[config.mk]
export PLATFORM = sky130hd
export DESIGN_NAME = multicycle_control
export DESIGN_NICKNAME = d
export VERILOG_FILES = /design/src/rtl/mips_ctrl_pkg.sv /design/src/rtl/mc_output_decode.sv /design/src/rtl/multicycle_control.sv
export SDC_FILE = /design/constraint.sdc
export NUM_CORES = 1
export LEC_CHECK = 0
export CAP_MARGIN = 20
export CELL_PAD_IN_SITES_DETAIL_PLACEMENT = 1
export CELL_PAD_IN_SITES_GLOBAL_PLACEMENT = 1
export CORE_MARGIN = 2
export CORE_UTILIZATION = 28
export CTS_CLUSTER_DIAMETER = 200
export DETAILED_ROUTE_END_ITERATION = 12
export GPL_TIMING_DRIVEN = 0
export PLACE_DENSITY = 0.78
export REMOVE_ABC_BUFFERS = 1
export SYNTH_ARGS = -nofsm -noshare
export SYNTH_HDL_FRONTEND = slang
export SYNTH_SLANG_ARGS = --single-unit
[constraint.sdc]
create_clock -name clk -period 1.86 [get_ports clk]
set_input_delay 0.372 -clock clk [delete_from_list [all_inputs] [get_ports clk]]
set_output_delay 0.372 -clock clk [all_outputs]
set_load 0.005 [all_outputs]
[src/rtl/mips_ctrl_pkg.sv]
// Shared encodings for the multicycle MIPS controller: opcodes, ALUOp codes,
// state numbering, mux select codes and the internal control-word struct.
package mips_ctrl_pkg;

    localparam logic [5:0] R_Type = 6'h00;
    localparam logic [5:0] J      = 6'h02;
    localparam logic [5:0] JAL    = 6'h03;
    localparam logic [5:0] BEQ    = 6'h04;
    localparam logic [5:0] BNE    = 6'h05;
    localparam logic [5:0] ADDI   = 6'h08;
    localparam logic [5:0] ANDI   = 6'h0c;
    localparam logic [5:0] ORI    = 6'h0d;
    localparam logic [5:0] LUI    = 6'h0f;
    localparam logic [5:0] LW     = 6'h23;
    localparam logic [5:0] SW     = 6'h2b;

    localparam logic [2:0] ALU_AND   = 3'b000;
    localparam logic [2:0] ALU_OR    = 3'b001;
    localparam logic [2:0] ALU_NOR   = 3'b010;
    localparam logic [2:0] ALU_ADD   = 3'b011;
    localparam logic [2:0] ALU_SUB   = 3'b100;
    localparam logic [2:0] ALU_LUI   = 3'b101;
    localparam logic [2:0] ALU_FUNCT = 3'b111;

    localparam logic [1:0] SRCB_REG    = 2'b00;
    localparam logic [1:0] SRCB_FOUR   = 2'b01;
    localparam logic [1:0] SRCB_IMM    = 2'b10;
    localparam logic [1:0] SRCB_IMM_SH = 2'b11;

    localparam logic [1:0] PCSRC_ALU    = 2'b00;
    localparam logic [1:0] PCSRC_ALUOUT = 2'b01;
    localparam logic [1:0] PCSRC_JUMP   = 2'b10;

    typedef enum logic [3:0] {
        S_FETCH     = 4'd0,
        S_DECODE    = 4'd1,
        S_MEM_ADDR  = 4'd2,
        S_MEM_READ  = 4'd3,
        S_MEM_WB    = 4'd4,
        S_MEM_WRITE = 4'd5,
        S_R_EXEC    = 4'd6,
        S_R_WB      = 4'd7,
        S_BRANCH    = 4'd8,
        S_JUMP      = 4'd9,
        S_I_EXEC    = 4'd10,
        S_I_WB      = 4'd11,
        S_JAL       = 4'd12,
        S_HALT      = 4'd13
    } state_e;

    typedef struct packed {
        logic       pc_write;
        logic       iord;
        logic       mem_read;
        logic       mem_write;
        logic       ir_write;
        logic       mem_to_reg;
        logic       reg_dst;
        logic       reg_write;
        logic       link;
        logic       alu_src_a;
        logic [1:0] alu_src_b;
        logic [1:0] pc_source;
        logic       zero_imm;
        logic [2:0] alu_op;
    } ctrl_t;

    function automatic logic [2:0] itype_alu_op(input logic [5:0] op);
        logic [2:0] res;
        case (op)
            ORI:     res = ALU_OR;
            ANDI:    res = ALU_AND;
            LUI:     res = ALU_LUI;
            default: res = ALU_ADD;
        endcase
        return res;
    endfunction

    // Logical immediates are zero-extended, arithmetic ones sign-extended.
    function automatic logic itype_zero_imm(input logic [5:0] op);
        return (op == ORI) || (op == ANDI);
    endfunction

endpackage

[src/rtl/mc_output_decode.sv]
// Combinational map from controller state (plus OP, Zero, MemReady) to the
// full datapath control word. Fields a state does not name stay 0.
module mc_output_decode
    import mips_ctrl_pkg::*;
(
    input  state_e     state,
    input  logic [5:0] op,
    input  logic       zero,
    input  logic       mem_ready,
    output ctrl_t      ctrl
);

    // Per-state control word
    always_comb begin
        ctrl = '0;
        case (state)
            S_FETCH: begin
                ctrl.mem_read  = 1'b1;
                ctrl.alu_src_b = SRCB_FOUR;
                ctrl.alu_op    = ALU_ADD;
                ctrl.pc_source = PCSRC_ALU;
                ctrl.ir_write  = mem_ready;
                ctrl.pc_write  = mem_ready;
            end
            S_DECODE: begin
                ctrl.alu_src_b = SRCB_IMM_SH;
                ctrl.alu_op    = ALU_ADD;
            end
            S_MEM_ADDR: begin
                ctrl.alu_src_a = 1'b1;
                ctrl.alu_src_b = SRCB_IMM;
                ctrl.alu_op    = ALU_ADD;
            end
            S_MEM_READ: begin
                ctrl.mem_read = 1'b1;
                ctrl.iord     = 1'b1;
            end
            S_MEM_WB: begin
                ctrl.reg_write  = 1'b1;
                ctrl.mem_to_reg = 1'b1;
            end
            S_MEM_WRITE: begin
                ctrl.mem_write = 1'b1;
                ctrl.iord      = 1'b1;
            end
            S_R_EXEC: begin
                ctrl.alu_src_a = 1'b1;
                ctrl.alu_src_b = SRCB_REG;
                ctrl.alu_op    = ALU_FUNCT;
            end
            S_R_WB: begin
                ctrl.reg_write = 1'b1;
                ctrl.reg_dst   = 1'b1;
            end
            S_I_EXEC: begin
                ctrl.alu_src_a = 1'b1;
                ctrl.alu_src_b = SRCB_IMM;
                ctrl.alu_op    = itype_alu_op(op);
                ctrl.zero_imm  = itype_zero_imm(op);
            end
            S_I_WB: begin
                ctrl.reg_write = 1'b1;
                ctrl.alu_op    = itype_alu_op(op);
                ctrl.zero_imm  = itype_zero_imm(op);
            end
            S_BRANCH: begin
                ctrl.alu_src_a = 1'b1;
                ctrl.alu_src_b = SRCB_REG;
                ctrl.alu_op    = ALU_SUB;
                ctrl.pc_source = PCSRC_ALUOUT;
                ctrl.pc_write  = ((op == BEQ) && zero) || ((op == BNE) && !zero);
            end
            S_JUMP: begin
                ctrl.pc_write  = 1'b1;
                ctrl.pc_source = PCSRC_JUMP;
            end
            S_JAL: begin
                ctrl.pc_write  = 1'b1;
                ctrl.pc_source = PCSRC_JUMP;
                ctrl.reg_write = 1'b1;
                ctrl.link      = 1'b1;
            end
            default: ctrl = '0;
        endcase
    end

endmodule

[src/rtl/multicycle_control.sv]
// Multicycle MIPS sequencing controller: state register, next-state logic and
// reset gating. Define ILLEGAL_TRAP_EN to trap unknown opcodes in HALT.
module multicycle_control
    import mips_ctrl_pkg::*;
#(
    parameter int STATE_W = 4,
    parameter int ALUOP_W = 3
) (
    input  logic               clk,
    input  logic               reset,
    input  logic [5:0]         OP,
    input  logic               Zero,
    input  logic               MemReady,
    output logic               PCWrite,
    output logic               IorD,
    output logic               MemRead,
    output logic               MemWrite,
    output logic               IRWrite,
    output logic               MemtoReg,
    output logic               RegDst,
    output logic               RegWrite,
    output logic               Link,
    output logic               ALUSrcA,
    output logic [1:0]         ALUSrcB,
    output logic [1:0]         PCSource,
    output logic               ZeroImm,
    output logic [ALUOP_W-1:0] ALUOp,
    output logic [STATE_W-1:0] State
);

    state_e state_q, state_d;
    ctrl_t  dec_s, ctrl_s;

    mc_output_decode u_output_decode (
        .state     (state_q),
        .op        (OP),
        .zero      (Zero),
        .mem_ready (MemReady),
        .ctrl      (dec_s)
    );

    // State register
    always_ff @(posedge clk or negedge reset) begin
        if (!reset) begin
            state_q <= S_FETCH;
        end else begin
            state_q <= state_d;
        end
    end

    // Next-state logic; memory states hold until MemReady
    always_comb begin
        state_d = state_q;
        case (state_q)
            S_FETCH:     state_d = MemReady ? S_DECODE : S_FETCH;
            S_DECODE: begin
                case (OP)
                    LW, SW:                state_d = S_MEM_ADDR;
                    R_Type:                state_d = S_R_EXEC;
                    ADDI, ORI, ANDI, LUI:  state_d = S_I_EXEC;
                    BEQ, BNE:              state_d = S_BRANCH;
                    J:                     state_d = S_JUMP;
                    JAL:                   state_d = S_JAL;
`ifdef ILLEGAL_TRAP_EN
                    default:               state_d = S_HALT;
`else
                    default:               state_d = S_FETCH;
`endif
                endcase
            end
            S_MEM_ADDR:  state_d = (OP == LW) ? S_MEM_READ : S_MEM_WRITE;
            S_MEM_READ:  state_d = MemReady ? S_MEM_WB : S_MEM_READ;
            S_MEM_WRITE: state_d = MemReady ? S_FETCH : S_MEM_WRITE;
            S_R_EXEC:    state_d = S_R_WB;
            S_I_EXEC:    state_d = S_I_WB;
            S_MEM_WB, S_R_WB, S_I_WB, S_BRANCH, S_JUMP, S_JAL:
                         state_d = S_FETCH;
`ifdef ILLEGAL_TRAP_EN
            S_HALT:      state_d = S_HALT;
`endif
            default:     state_d = S_FETCH;
        endcase
    end

    // Everything reads 0 while reset is held low
    always_comb begin
        if (reset) begin
            ctrl_s = dec_s;
        end else begin
            ctrl_s = '0;
        end
    end

    assign PCWrite  = ctrl_s.pc_write;
    assign IorD     = ctrl_s.iord;
    assign MemRead  = ctrl_s.mem_read;
    assign MemWrite = ctrl_s.mem_write;
    assign IRWrite  = ctrl_s.ir_write;
    assign MemtoReg = ctrl_s.mem_to_reg;
    assign RegDst   = ctrl_s.reg_dst;
    assign RegWrite = ctrl_s.reg_write;
    assign Link     = ctrl_s.link;
    assign ALUSrcA  = ctrl_s.alu_src_a;
    assign ALUSrcB  = ctrl_s.alu_src_b;
    assign PCSource = ctrl_s.pc_source;
    assign ZeroImm  = ctrl_s.zero_imm;
    assign ALUOp    = ALUOP_W'(ctrl_s.alu_op);
    assign State    = reset ? STATE_W'(state_q) : '0;

endmodule
=== Word level (Yosys, flattened, before mapping) ===
Index checks and enable logic that the tools add are counted.

* Add/subtract/negate cells: 0
* $mul: 0
* Div/mod/pow operators: 0
* Order comparisons: 0
* Equal/unequal tests: 22
* Shift operators: 0
* Mux-type cells: 23
* Bitwise logic cells: 0
* Reductions and logical operators: 18

{| class="wikitable"
|+ Operator list
! cell !! count
|-
| 4-bit case mux with 7 select lines || 1
|-
| 6-bit by 4-bit equality test with 1-bit output (second input constant) || 4
|-
| 4-bit case mux with 6 select lines || 1
|-
| 4-bit equality test (second input constant) || 5
|-
| 18-bit 2-to-1 mux || 1
|-
| 4-bit by 3-bit equality test with 1-bit output (second input constant) || 4
|-
| 2-bit OR reduction || 7
|-
| 6-bit by 2-bit equality test with 1-bit output (second input constant) || 2
|-
| 6-bit by 3-bit equality test with 1-bit output (second input constant) || 2
|-
| 6-bit equality test (second input constant) || 2
|-
| 3-bit case mux with 4 select lines || 1
|-
| 4-bit OR reduction || 3
|-
| 1-bit 2-to-1 mux || 11
|-
| 3-bit 2-to-1 mux || 3
|-
| 3-bit case mux with 3 select lines || 1
|-
| 4-bit by 2-bit equality test with 1-bit output (second input constant) || 2
|-
| 6-bit logical NOT || 1
|-
| 2-bit case mux with 3 select lines || 1
|-
| 4-bit by 1-bit equality test with 1-bit output (second input constant) || 1
|-
| 4-bit logical NOT || 1
|-
| 4-bit 2-to-1 mux || 1
|-
| 2-bit case mux with 2 select lines || 1
|-
| 1-bit case mux with 3 select lines || 1
|-
| 3-bit OR reduction || 1
|-
| other kinds (3) || 5
|}

* Register bits: 4
* Latch bits: 0
* Memory bits (writable): 0
* Bits in read-only memories: 0
* Memories kept: 0

=== Logic depth before layout (Yosys ltp) ===
Gate-level depths: netlist (run 1).

* Word-level depth: 5
* Depth in mapped cells: 5

=== Cells and area by module ===
From an unflattened synthesis (run 1), not the netlist that was laid out.

* Cell total of the unflattened synthesis: 122
* Area total of the unflattened synthesis: 858.3 um2

{| class="wikitable"
|+ Modules (own cells, without submodules)
! module !! times used !! cells each !! area each (um2)
|-
| multicycle_control || 1 || 68 || 509.2
|-
| mc_output_decode || 1 || 54 || 349.1
|}

=== Worst setup path before layout (run 1) ===
No wires, ideal clock.

* Path kind: input to output
* From: in OP[1]
* To: out ZeroImm
* Arrival time: 1.294 ns
* Setup slack: 0.194 ns
* Cell stages on the path: 3
* Path buffers: 1
* Cells stage by stage: buf_2 > or4_4 > nor4b_2

* Longest elaborated chain between the ends: 4
* Elaborated cells on any way between the ends: 5
* Classes of those cells: eq/ne: 2; mux: 2; reduce/logical: 1

{| class="wikitable"
|+ RTL lines
! item !! RTL line !! text
|-
| start, declared || multicycle_control.sv:11 || <nowiki>input logic [5:0] OP,</nowiki>
|-
| 6-bit by 4-bit equality test with 1-bit output || mips_ctrl_pkg.sv:81 || <nowiki>return (op == ORI) || (op == ANDI);</nowiki>
|-
| 1-bit logical OR (*) || mips_ctrl_pkg.sv:81 ||
|-
| 1-bit 2-to-1 mux (*) || n/a ||
|-
| 18-bit 2-to-1 mux (*) || multicycle_control.sv:87 || <nowiki>if (reset) begin</nowiki>
|-
| end, declared || multicycle_control.sv:26 || <nowiki>output logic ZeroImm,</nowiki>
|}

Mark *: on every way between the ends. The rest lies on a longest branch, timed or not.

=== Worst setup path in the final report (run 1) ===
* From: reg state_q[3]
* To: out PCWrite

* Longest elaborated chain between the ends: 4
* Elaborated cells on any way between the ends: 7
* Classes of those cells: eq/ne: 3; mux: 2; reduce/logical: 2

{| class="wikitable"
|+ RTL lines
! item !! RTL line !! text
|-
| start, declared || multicycle_control.sv:31 || <nowiki>state_e state_q, state_d;</nowiki>
|-
| start signal, assigned || multicycle_control.sv:47 || <nowiki>state_q <= state_d;</nowiki>
|-
| 4-bit equality test || mc_output_decode.sv:16 || <nowiki>case (state)</nowiki>
|-
| 2-bit OR reduction (no line) || n/a ||
|-
| 1-bit case mux with 3 select lines (*) || mc_output_decode.sv:16 ||
|-
| 18-bit 2-to-1 mux (*) || multicycle_control.sv:87 ||
|-
| end, declared || multicycle_control.sv:14 || <nowiki>output logic PCWrite,</nowiki>
|}

Marked as above.

==> results of run 1 <==
==> cells in the mapped netlist (all sizes together) (2+ instances only) <==
library cell  instances
o21ai                 2
and3                  3
nand3b                3
nand2                11
nor2b                 5
o21bai                2
inv                   3
dfrtp                 4
and2                  4
nor4b                 2
a22o                  2
nand3                 3
buf                   7
nand2b                7
nor4                  2
a21boi                2
nor2                 16
o32ai                 3
or4                   2
nor3b                 2
xnor2                 2
or3                   2
nor3                  5
a21oi                 3
==> logic make-up after synthesis <==
logic type | Yosys count
AOI/OAI and AO/OA | 19
xor gates and xnor gates | 3
buffers and inverters | 11
DFF | 4
muxes | 1
and+or+nand+nor | 71
==> worst max-delay path, delay by kind of cell (launching register included) <==
kind,cells,cell delay [ns]
buf+inv,3,0.39
compound gates,2,0.36
simple gates,2,0.20
flops,1,0.44
==> worst max path at each step <==
stage               cells past startpoint  startpoint  endpoint
global route                            7  state_q[3]   PCWrite
detailed placement                      5       reset   PCWrite
finish                                  7  state_q[3]   PCWrite
floorplan                               4  state_q[1]   PCWrite
CTS                                     6        Zero   PCWrite
global placement                        5       reset   PCWrite
==> routing by layer <==
| layer | vias to the layer above | part of all wire, % | GRT usage, % | wire, um |
|---|---|---|---|---|
| met2 | 44 | 53 | 41.33 | 2036 |
| met5 | - | 0 | 0 | 0 |
| met3 | 8 | 3.5 | 2.342 | 134 |
| li1 | 517 | - | - | - |
| met1 | 584 | 42 | 27.34 | 1593 |
| met4 | 0 | 1.2 | 5.226 | 47 |
==> stage by stage <==
| step | setup WS (ns) | hold WS [ns] | instance area [um^2] |
|---|---|---|---|
| floorplan | 0.1561 | 0.07641 | 693.2 |
| global placement | -1.054 | 0.7849 | 1041 |
| finish | -0.1372 | 0.03597 | 1403 |
| CTS | -0.2544 | 0.01965 | 1285 |
| detailed placement | -1.117 | 0.7956 | 1041 |
| global route | -0.2198 | 0.03938 | 1403 |
==> timing repair <==
item | CTS | global route
setup endpoints to repair | 22 | 15
pin swaps | 13 | 9
gates resized for setup | 108 | 33
buffers inserted | 27 | 8
==> where the power goes <==
group          total [uW]  internal (uW)  switching (uW)
logic                 542            285             256
clock network         113           72.5            40.8
registers             123            100            22.9
total                 778            458             320
==> final cells by class <==
class,instances,share of cell area (%)
clock buffer,3,1.606
inverter,3,0.8029
multi-input combinational,94,49.15
sequential,4,7.493
tap,30,2.676
timing repair buffer,66,38.27
==> results.cfg, run 1 <==
[timing]
fin_crit_sh_pct = 107.4
relSlewSlack_pct = 76.90
worstMarginPinSlew_ns = 0.3465
fin_setup_tns_ns = -0.4067
rsz0062_at_grt = yes
fin_crit_ns = 1.997
finalSetupViolations = 6
fin_skew_ns = 0.003002
fin_ws_ns = -0.1372
drv_slew = 0
finalHoldViolations = 0
max_freq_mhz = 500.7

[synthesis]
synth-seq-area-share_pct = 13.51
ys_ff_latch = 4
synth_simple_gate_area_share_pct = 54.56
synth_area_um2 = 740.7
synth_compound_area_share_pct = 19.09
yosysTopAreaCellShare_pct = 13.51
synth_top_family_by_area = simple AND/OR/NAND/NOR gates
synth-main-ff-cell = dfrtp_1
ys_types = 44
synth_edf_count = 0
synthXorXnorAreaFrac_pct = 3.547
netlist_instances = 109
syn_avg_cell_area_um2 = 6.796
muxShareOfSynthArea_pct = 1.351
ys_warn_count = 0
yosysTopAreaCell = dfrtp_1
synth_fa_ha_area_share_pct = 0
synth.area.top_cells = dfrtp_1, nor2_1, nand2b_1
async_reset_ff_share_pct = 100.0

[detailed_routing]
routedWlPerCell_um = 19.06
ant_nets = 0
drt-initial-drc-count = 18
drcViolationCount = 0
dr.pass1.iters = 4
drt-total-wl_um = 3811
vias = 1153
drt-vias-per-instance = 5.765

[global_routing]
grt_max_degree = 21
grt-ovfl-total = 0
antenna_found_initial = 0
grt_pass1_vias = 1107
grt_pass1_wl_um = 5444
grt_usage_pct = 22.34

[cells_and_area]
nets = 182
area_delta_synth_final_pct = 89.36
drive_gt1_share_pct = 53.53
top_register = state_q
seqCellArea_um2 = 105.1
num-fill-cells = 305
multi_input_area_um2 = 689.4
antennaDiodeCount = 0
largest_register_ff_count = 4
top_regs = state_q: 4 flops
layout_commonest_cell = buf_4
final_cell_mix = buf_4, buf_6, buf_2
final_util_pct = 56.11
finalNonFillerCells = 200

[clock_tree]
cts_buffers = 3
clock-sinks = 4
ctsHoldBuffers = 0
cts_max_level = 1
clockBufferDepth = 2
cts-root-buf = clkbuf_4
cts.clk_slew.worst_paths_ns = 0.04
cts_tree = done
clk_latency_ns = 0.24

[pwr]
irDropWorstVdd_uv = 288.2
cellPowerDensity_mw_per_mm2 = 554.9
p_leak_uw = 0.0007018
totalPowerFinal_uw = 778.3

[floorplanning]
start_util_pct = 29.63
die_y_um = 55.44
num_io_pins = 32
rows = 18
core-area_mm2 = 0.002500
die_area_mm2 = 0.003073
die_w_um = 55.44

[critical_path]
crit_chain = buf_6, buf_6, nor2_2, nand2_1, a22o_1, o21ai_2, buf_2
critPathArrivalTime_ns = 1.63
crit_path_start_kind = register
cp.required_ns = 1.49
path_class = register to output port
r2r_end = state_q[0]
cpPeakStageDelay_ns = 0.44
timing.rr.start = state_q[3]
cpMostUsedCell = buf_6
r2r_slack_ns = 0.10
end_kind = output port
critPathMaxFanout = 4
slowest_stage = dfrtp_2
r2r_cells = 7

[placed_design]
io_buffers = 31
dp_hpwl_um = 1912
dp_cells = 162
gp_congestion = 0.7984

[run]
max_cap_violations = 0

[hold_path]
hp-class = input port to async pin

[status]
violations = negative setup slack
status = complete, but fails checks
(Power assumes the default switching activity.)
==> run 2, diff against run 1 <==
- PLACE_DENSITY: 0.78 -> default
- PLACE_DENSITY_LB_ADDON: default -> 0.12
==> results.cfg, run 2 (synthesis results as in run 1) <==
[status]
status = complete, but fails checks
violations = negative setup slack

[floorplanning]
core-area_mm2 = 0.002500
die_w_um = 55.44
rows = 18
num_io_pins = 32
start_util_pct = 29.63
die_area_mm2 = 0.003073
die_y_um = 55.44

[timing]
relSlewSlack_pct = 75.82
drv_slew = 0
fin_ws_ns = -0.1207
fin_crit_sh_pct = 106.5
finalSetupViolations = 4
worstMarginPinSlew_ns = 0.3627
max_freq_mhz = 504.9
finalHoldViolations = 0
fin_skew_ns = 0.0002586
fin_crit_ns = 1.981
rsz0062_at_grt = yes

[placed_design]
dp_cells = 162
dpl_cell_area_mm2 = 0.001041
gp_congestion = 0.8176
io_buffers = 31
dp_hpwl_um = 1810

[clock_tree]
clock-sinks = 4
cts_tree = done
ctsHoldBuffers = 0
cts-root-buf = clkbuf_4
cts_buffers = 3
clockBufferDepth = 2
cts.clk_slew.worst_paths_ns = 0.04
cts_max_level = 1
clk_latency_ns = 0.23

[global_routing]
grt_max_degree = 21
grt_pass1_vias = 1018
grt_pass1_wl_um = 4933
antenna_found_initial = 0
grt-ovfl-total = 0
grt_usage_pct = 19.80

[critical_path]
cp.required_ns = 1.49
critPathMaxFanout = 5
crit_path_start_kind = register
path_class = register to output port
end_kind = output port
critPathArrivalTime_ns = 1.61

[detailed_routing]
drt-vias-per-instance = 5.365
highest-signal-layer = met4
wl_met3_um = 110
ant_nets = 0
vias = 1030
dr.pass1.iters = 4
route.met2.wl_um = 1759
drt-total-wl_um = 3367
drcViolationCount = 0
routedWlPerCell_um = 17.54
met1Wirelength_um = 1482
drt-initial-drc-count = 27

[cells_and_area]
final_area_mm2 = 0.001361
nets = 174
top_register = state_q
layout_commonest_cell = buf_2
area_delta_synth_final_pct = 83.78
finalNonFillerCells = 192
antennaDiodeCount = 0
largest_register_ff_count = 4
final_cell_mix = buf_2, buf_6, buf_4
final_util_pct = 54.45
top_regs = state_q: 4 flops
drive_gt1_share_pct = 50.62

[hold_path]
hp-class = input port to async pin

[pwr]
cellPowerDensity_mw_per_mm2 = 543.7
p_leak_uw = 0.0006530
irDropWorstVdd_uv = 450.6

[run]
max_cap_violations = 0
## run 2: cell types whose count changed in the layout (fill, tap and decap cells not counted), moves of 2 or more
cell	delta
nor2_4	+4
nor2_1	-2
nor2_2	-2
clkbuf_2	-2
buf_4	-8
## run 2: power breakdown
part	switching, uW	internal (uW)
Sequential	27.0	100
Combinational	236	268
Clock	35.7	72.2
Total	299	441
## run 2: worst max-delay path: stages, from the launching register on
cell,delay [ns]
dfrtp_2,0.45
buf_4,0.16
nor2b_4,0.16
buf_6,0.12
mux2i_1,0.07
o32ai_1,0.14
and2_1,0.17
buf_2,0.11
## run 2: layer usage
metal / up-vias / track usage (%)
li1: 499 / -
met3: 2 / 3.279
met2: 20 / 33.16
met5: - / 0
met1: 509 / 25.00
met4: 0 / 8.014
## run 2: layout make-up
cell class	instances	area, um^2
Multi-Input combinational cell	94	701.9
Inverter	3	11.26
Fill cell	326	1139
Sequential cell	4	105.1
Timing Repair Buffer	58	483.0
Tap cell	30	37.54
Clock buffer	3	22.52
## run 2: stage by stage
stage	power, uW	hold slack (ns)	setup slack, ns	setup TNS, ns
global route	796.1	0.05026	-0.2167	-1.052
CTS	652.5	0.03633	-0.1299	-0.3383
finish	740.1	0.05318	-0.1207	-0.3787
floorplan	277.0	0.07641	0.1561	0
detailed placement	432.5	0.8144	-1.129	-14.59
global placement	423.8	0.7938	-1.060	-13.74
## run 2: final timing paths
kind                       startpoint         end  slack, ns  cells after the start
min reg2reg                state_q[0]  state_q[3]       0.87                      3
max in group asynchronous       reset  state_q[0]       1.52                      1
min in group clk                OP[0]  state_q[2]       0.56                      3
min                             reset  state_q[3]       0.05                      1
max reg2reg                state_q[1]  state_q[0]       0.20                      7
max                        state_q[3]    ALUOp[2]      -0.12                      7
## run 2: repair_timing
action,CTS,global route
pin swaps,9,14
gates resized for setup,114,31
buffers inserted,18,10
setup endpoints to repair,22,15
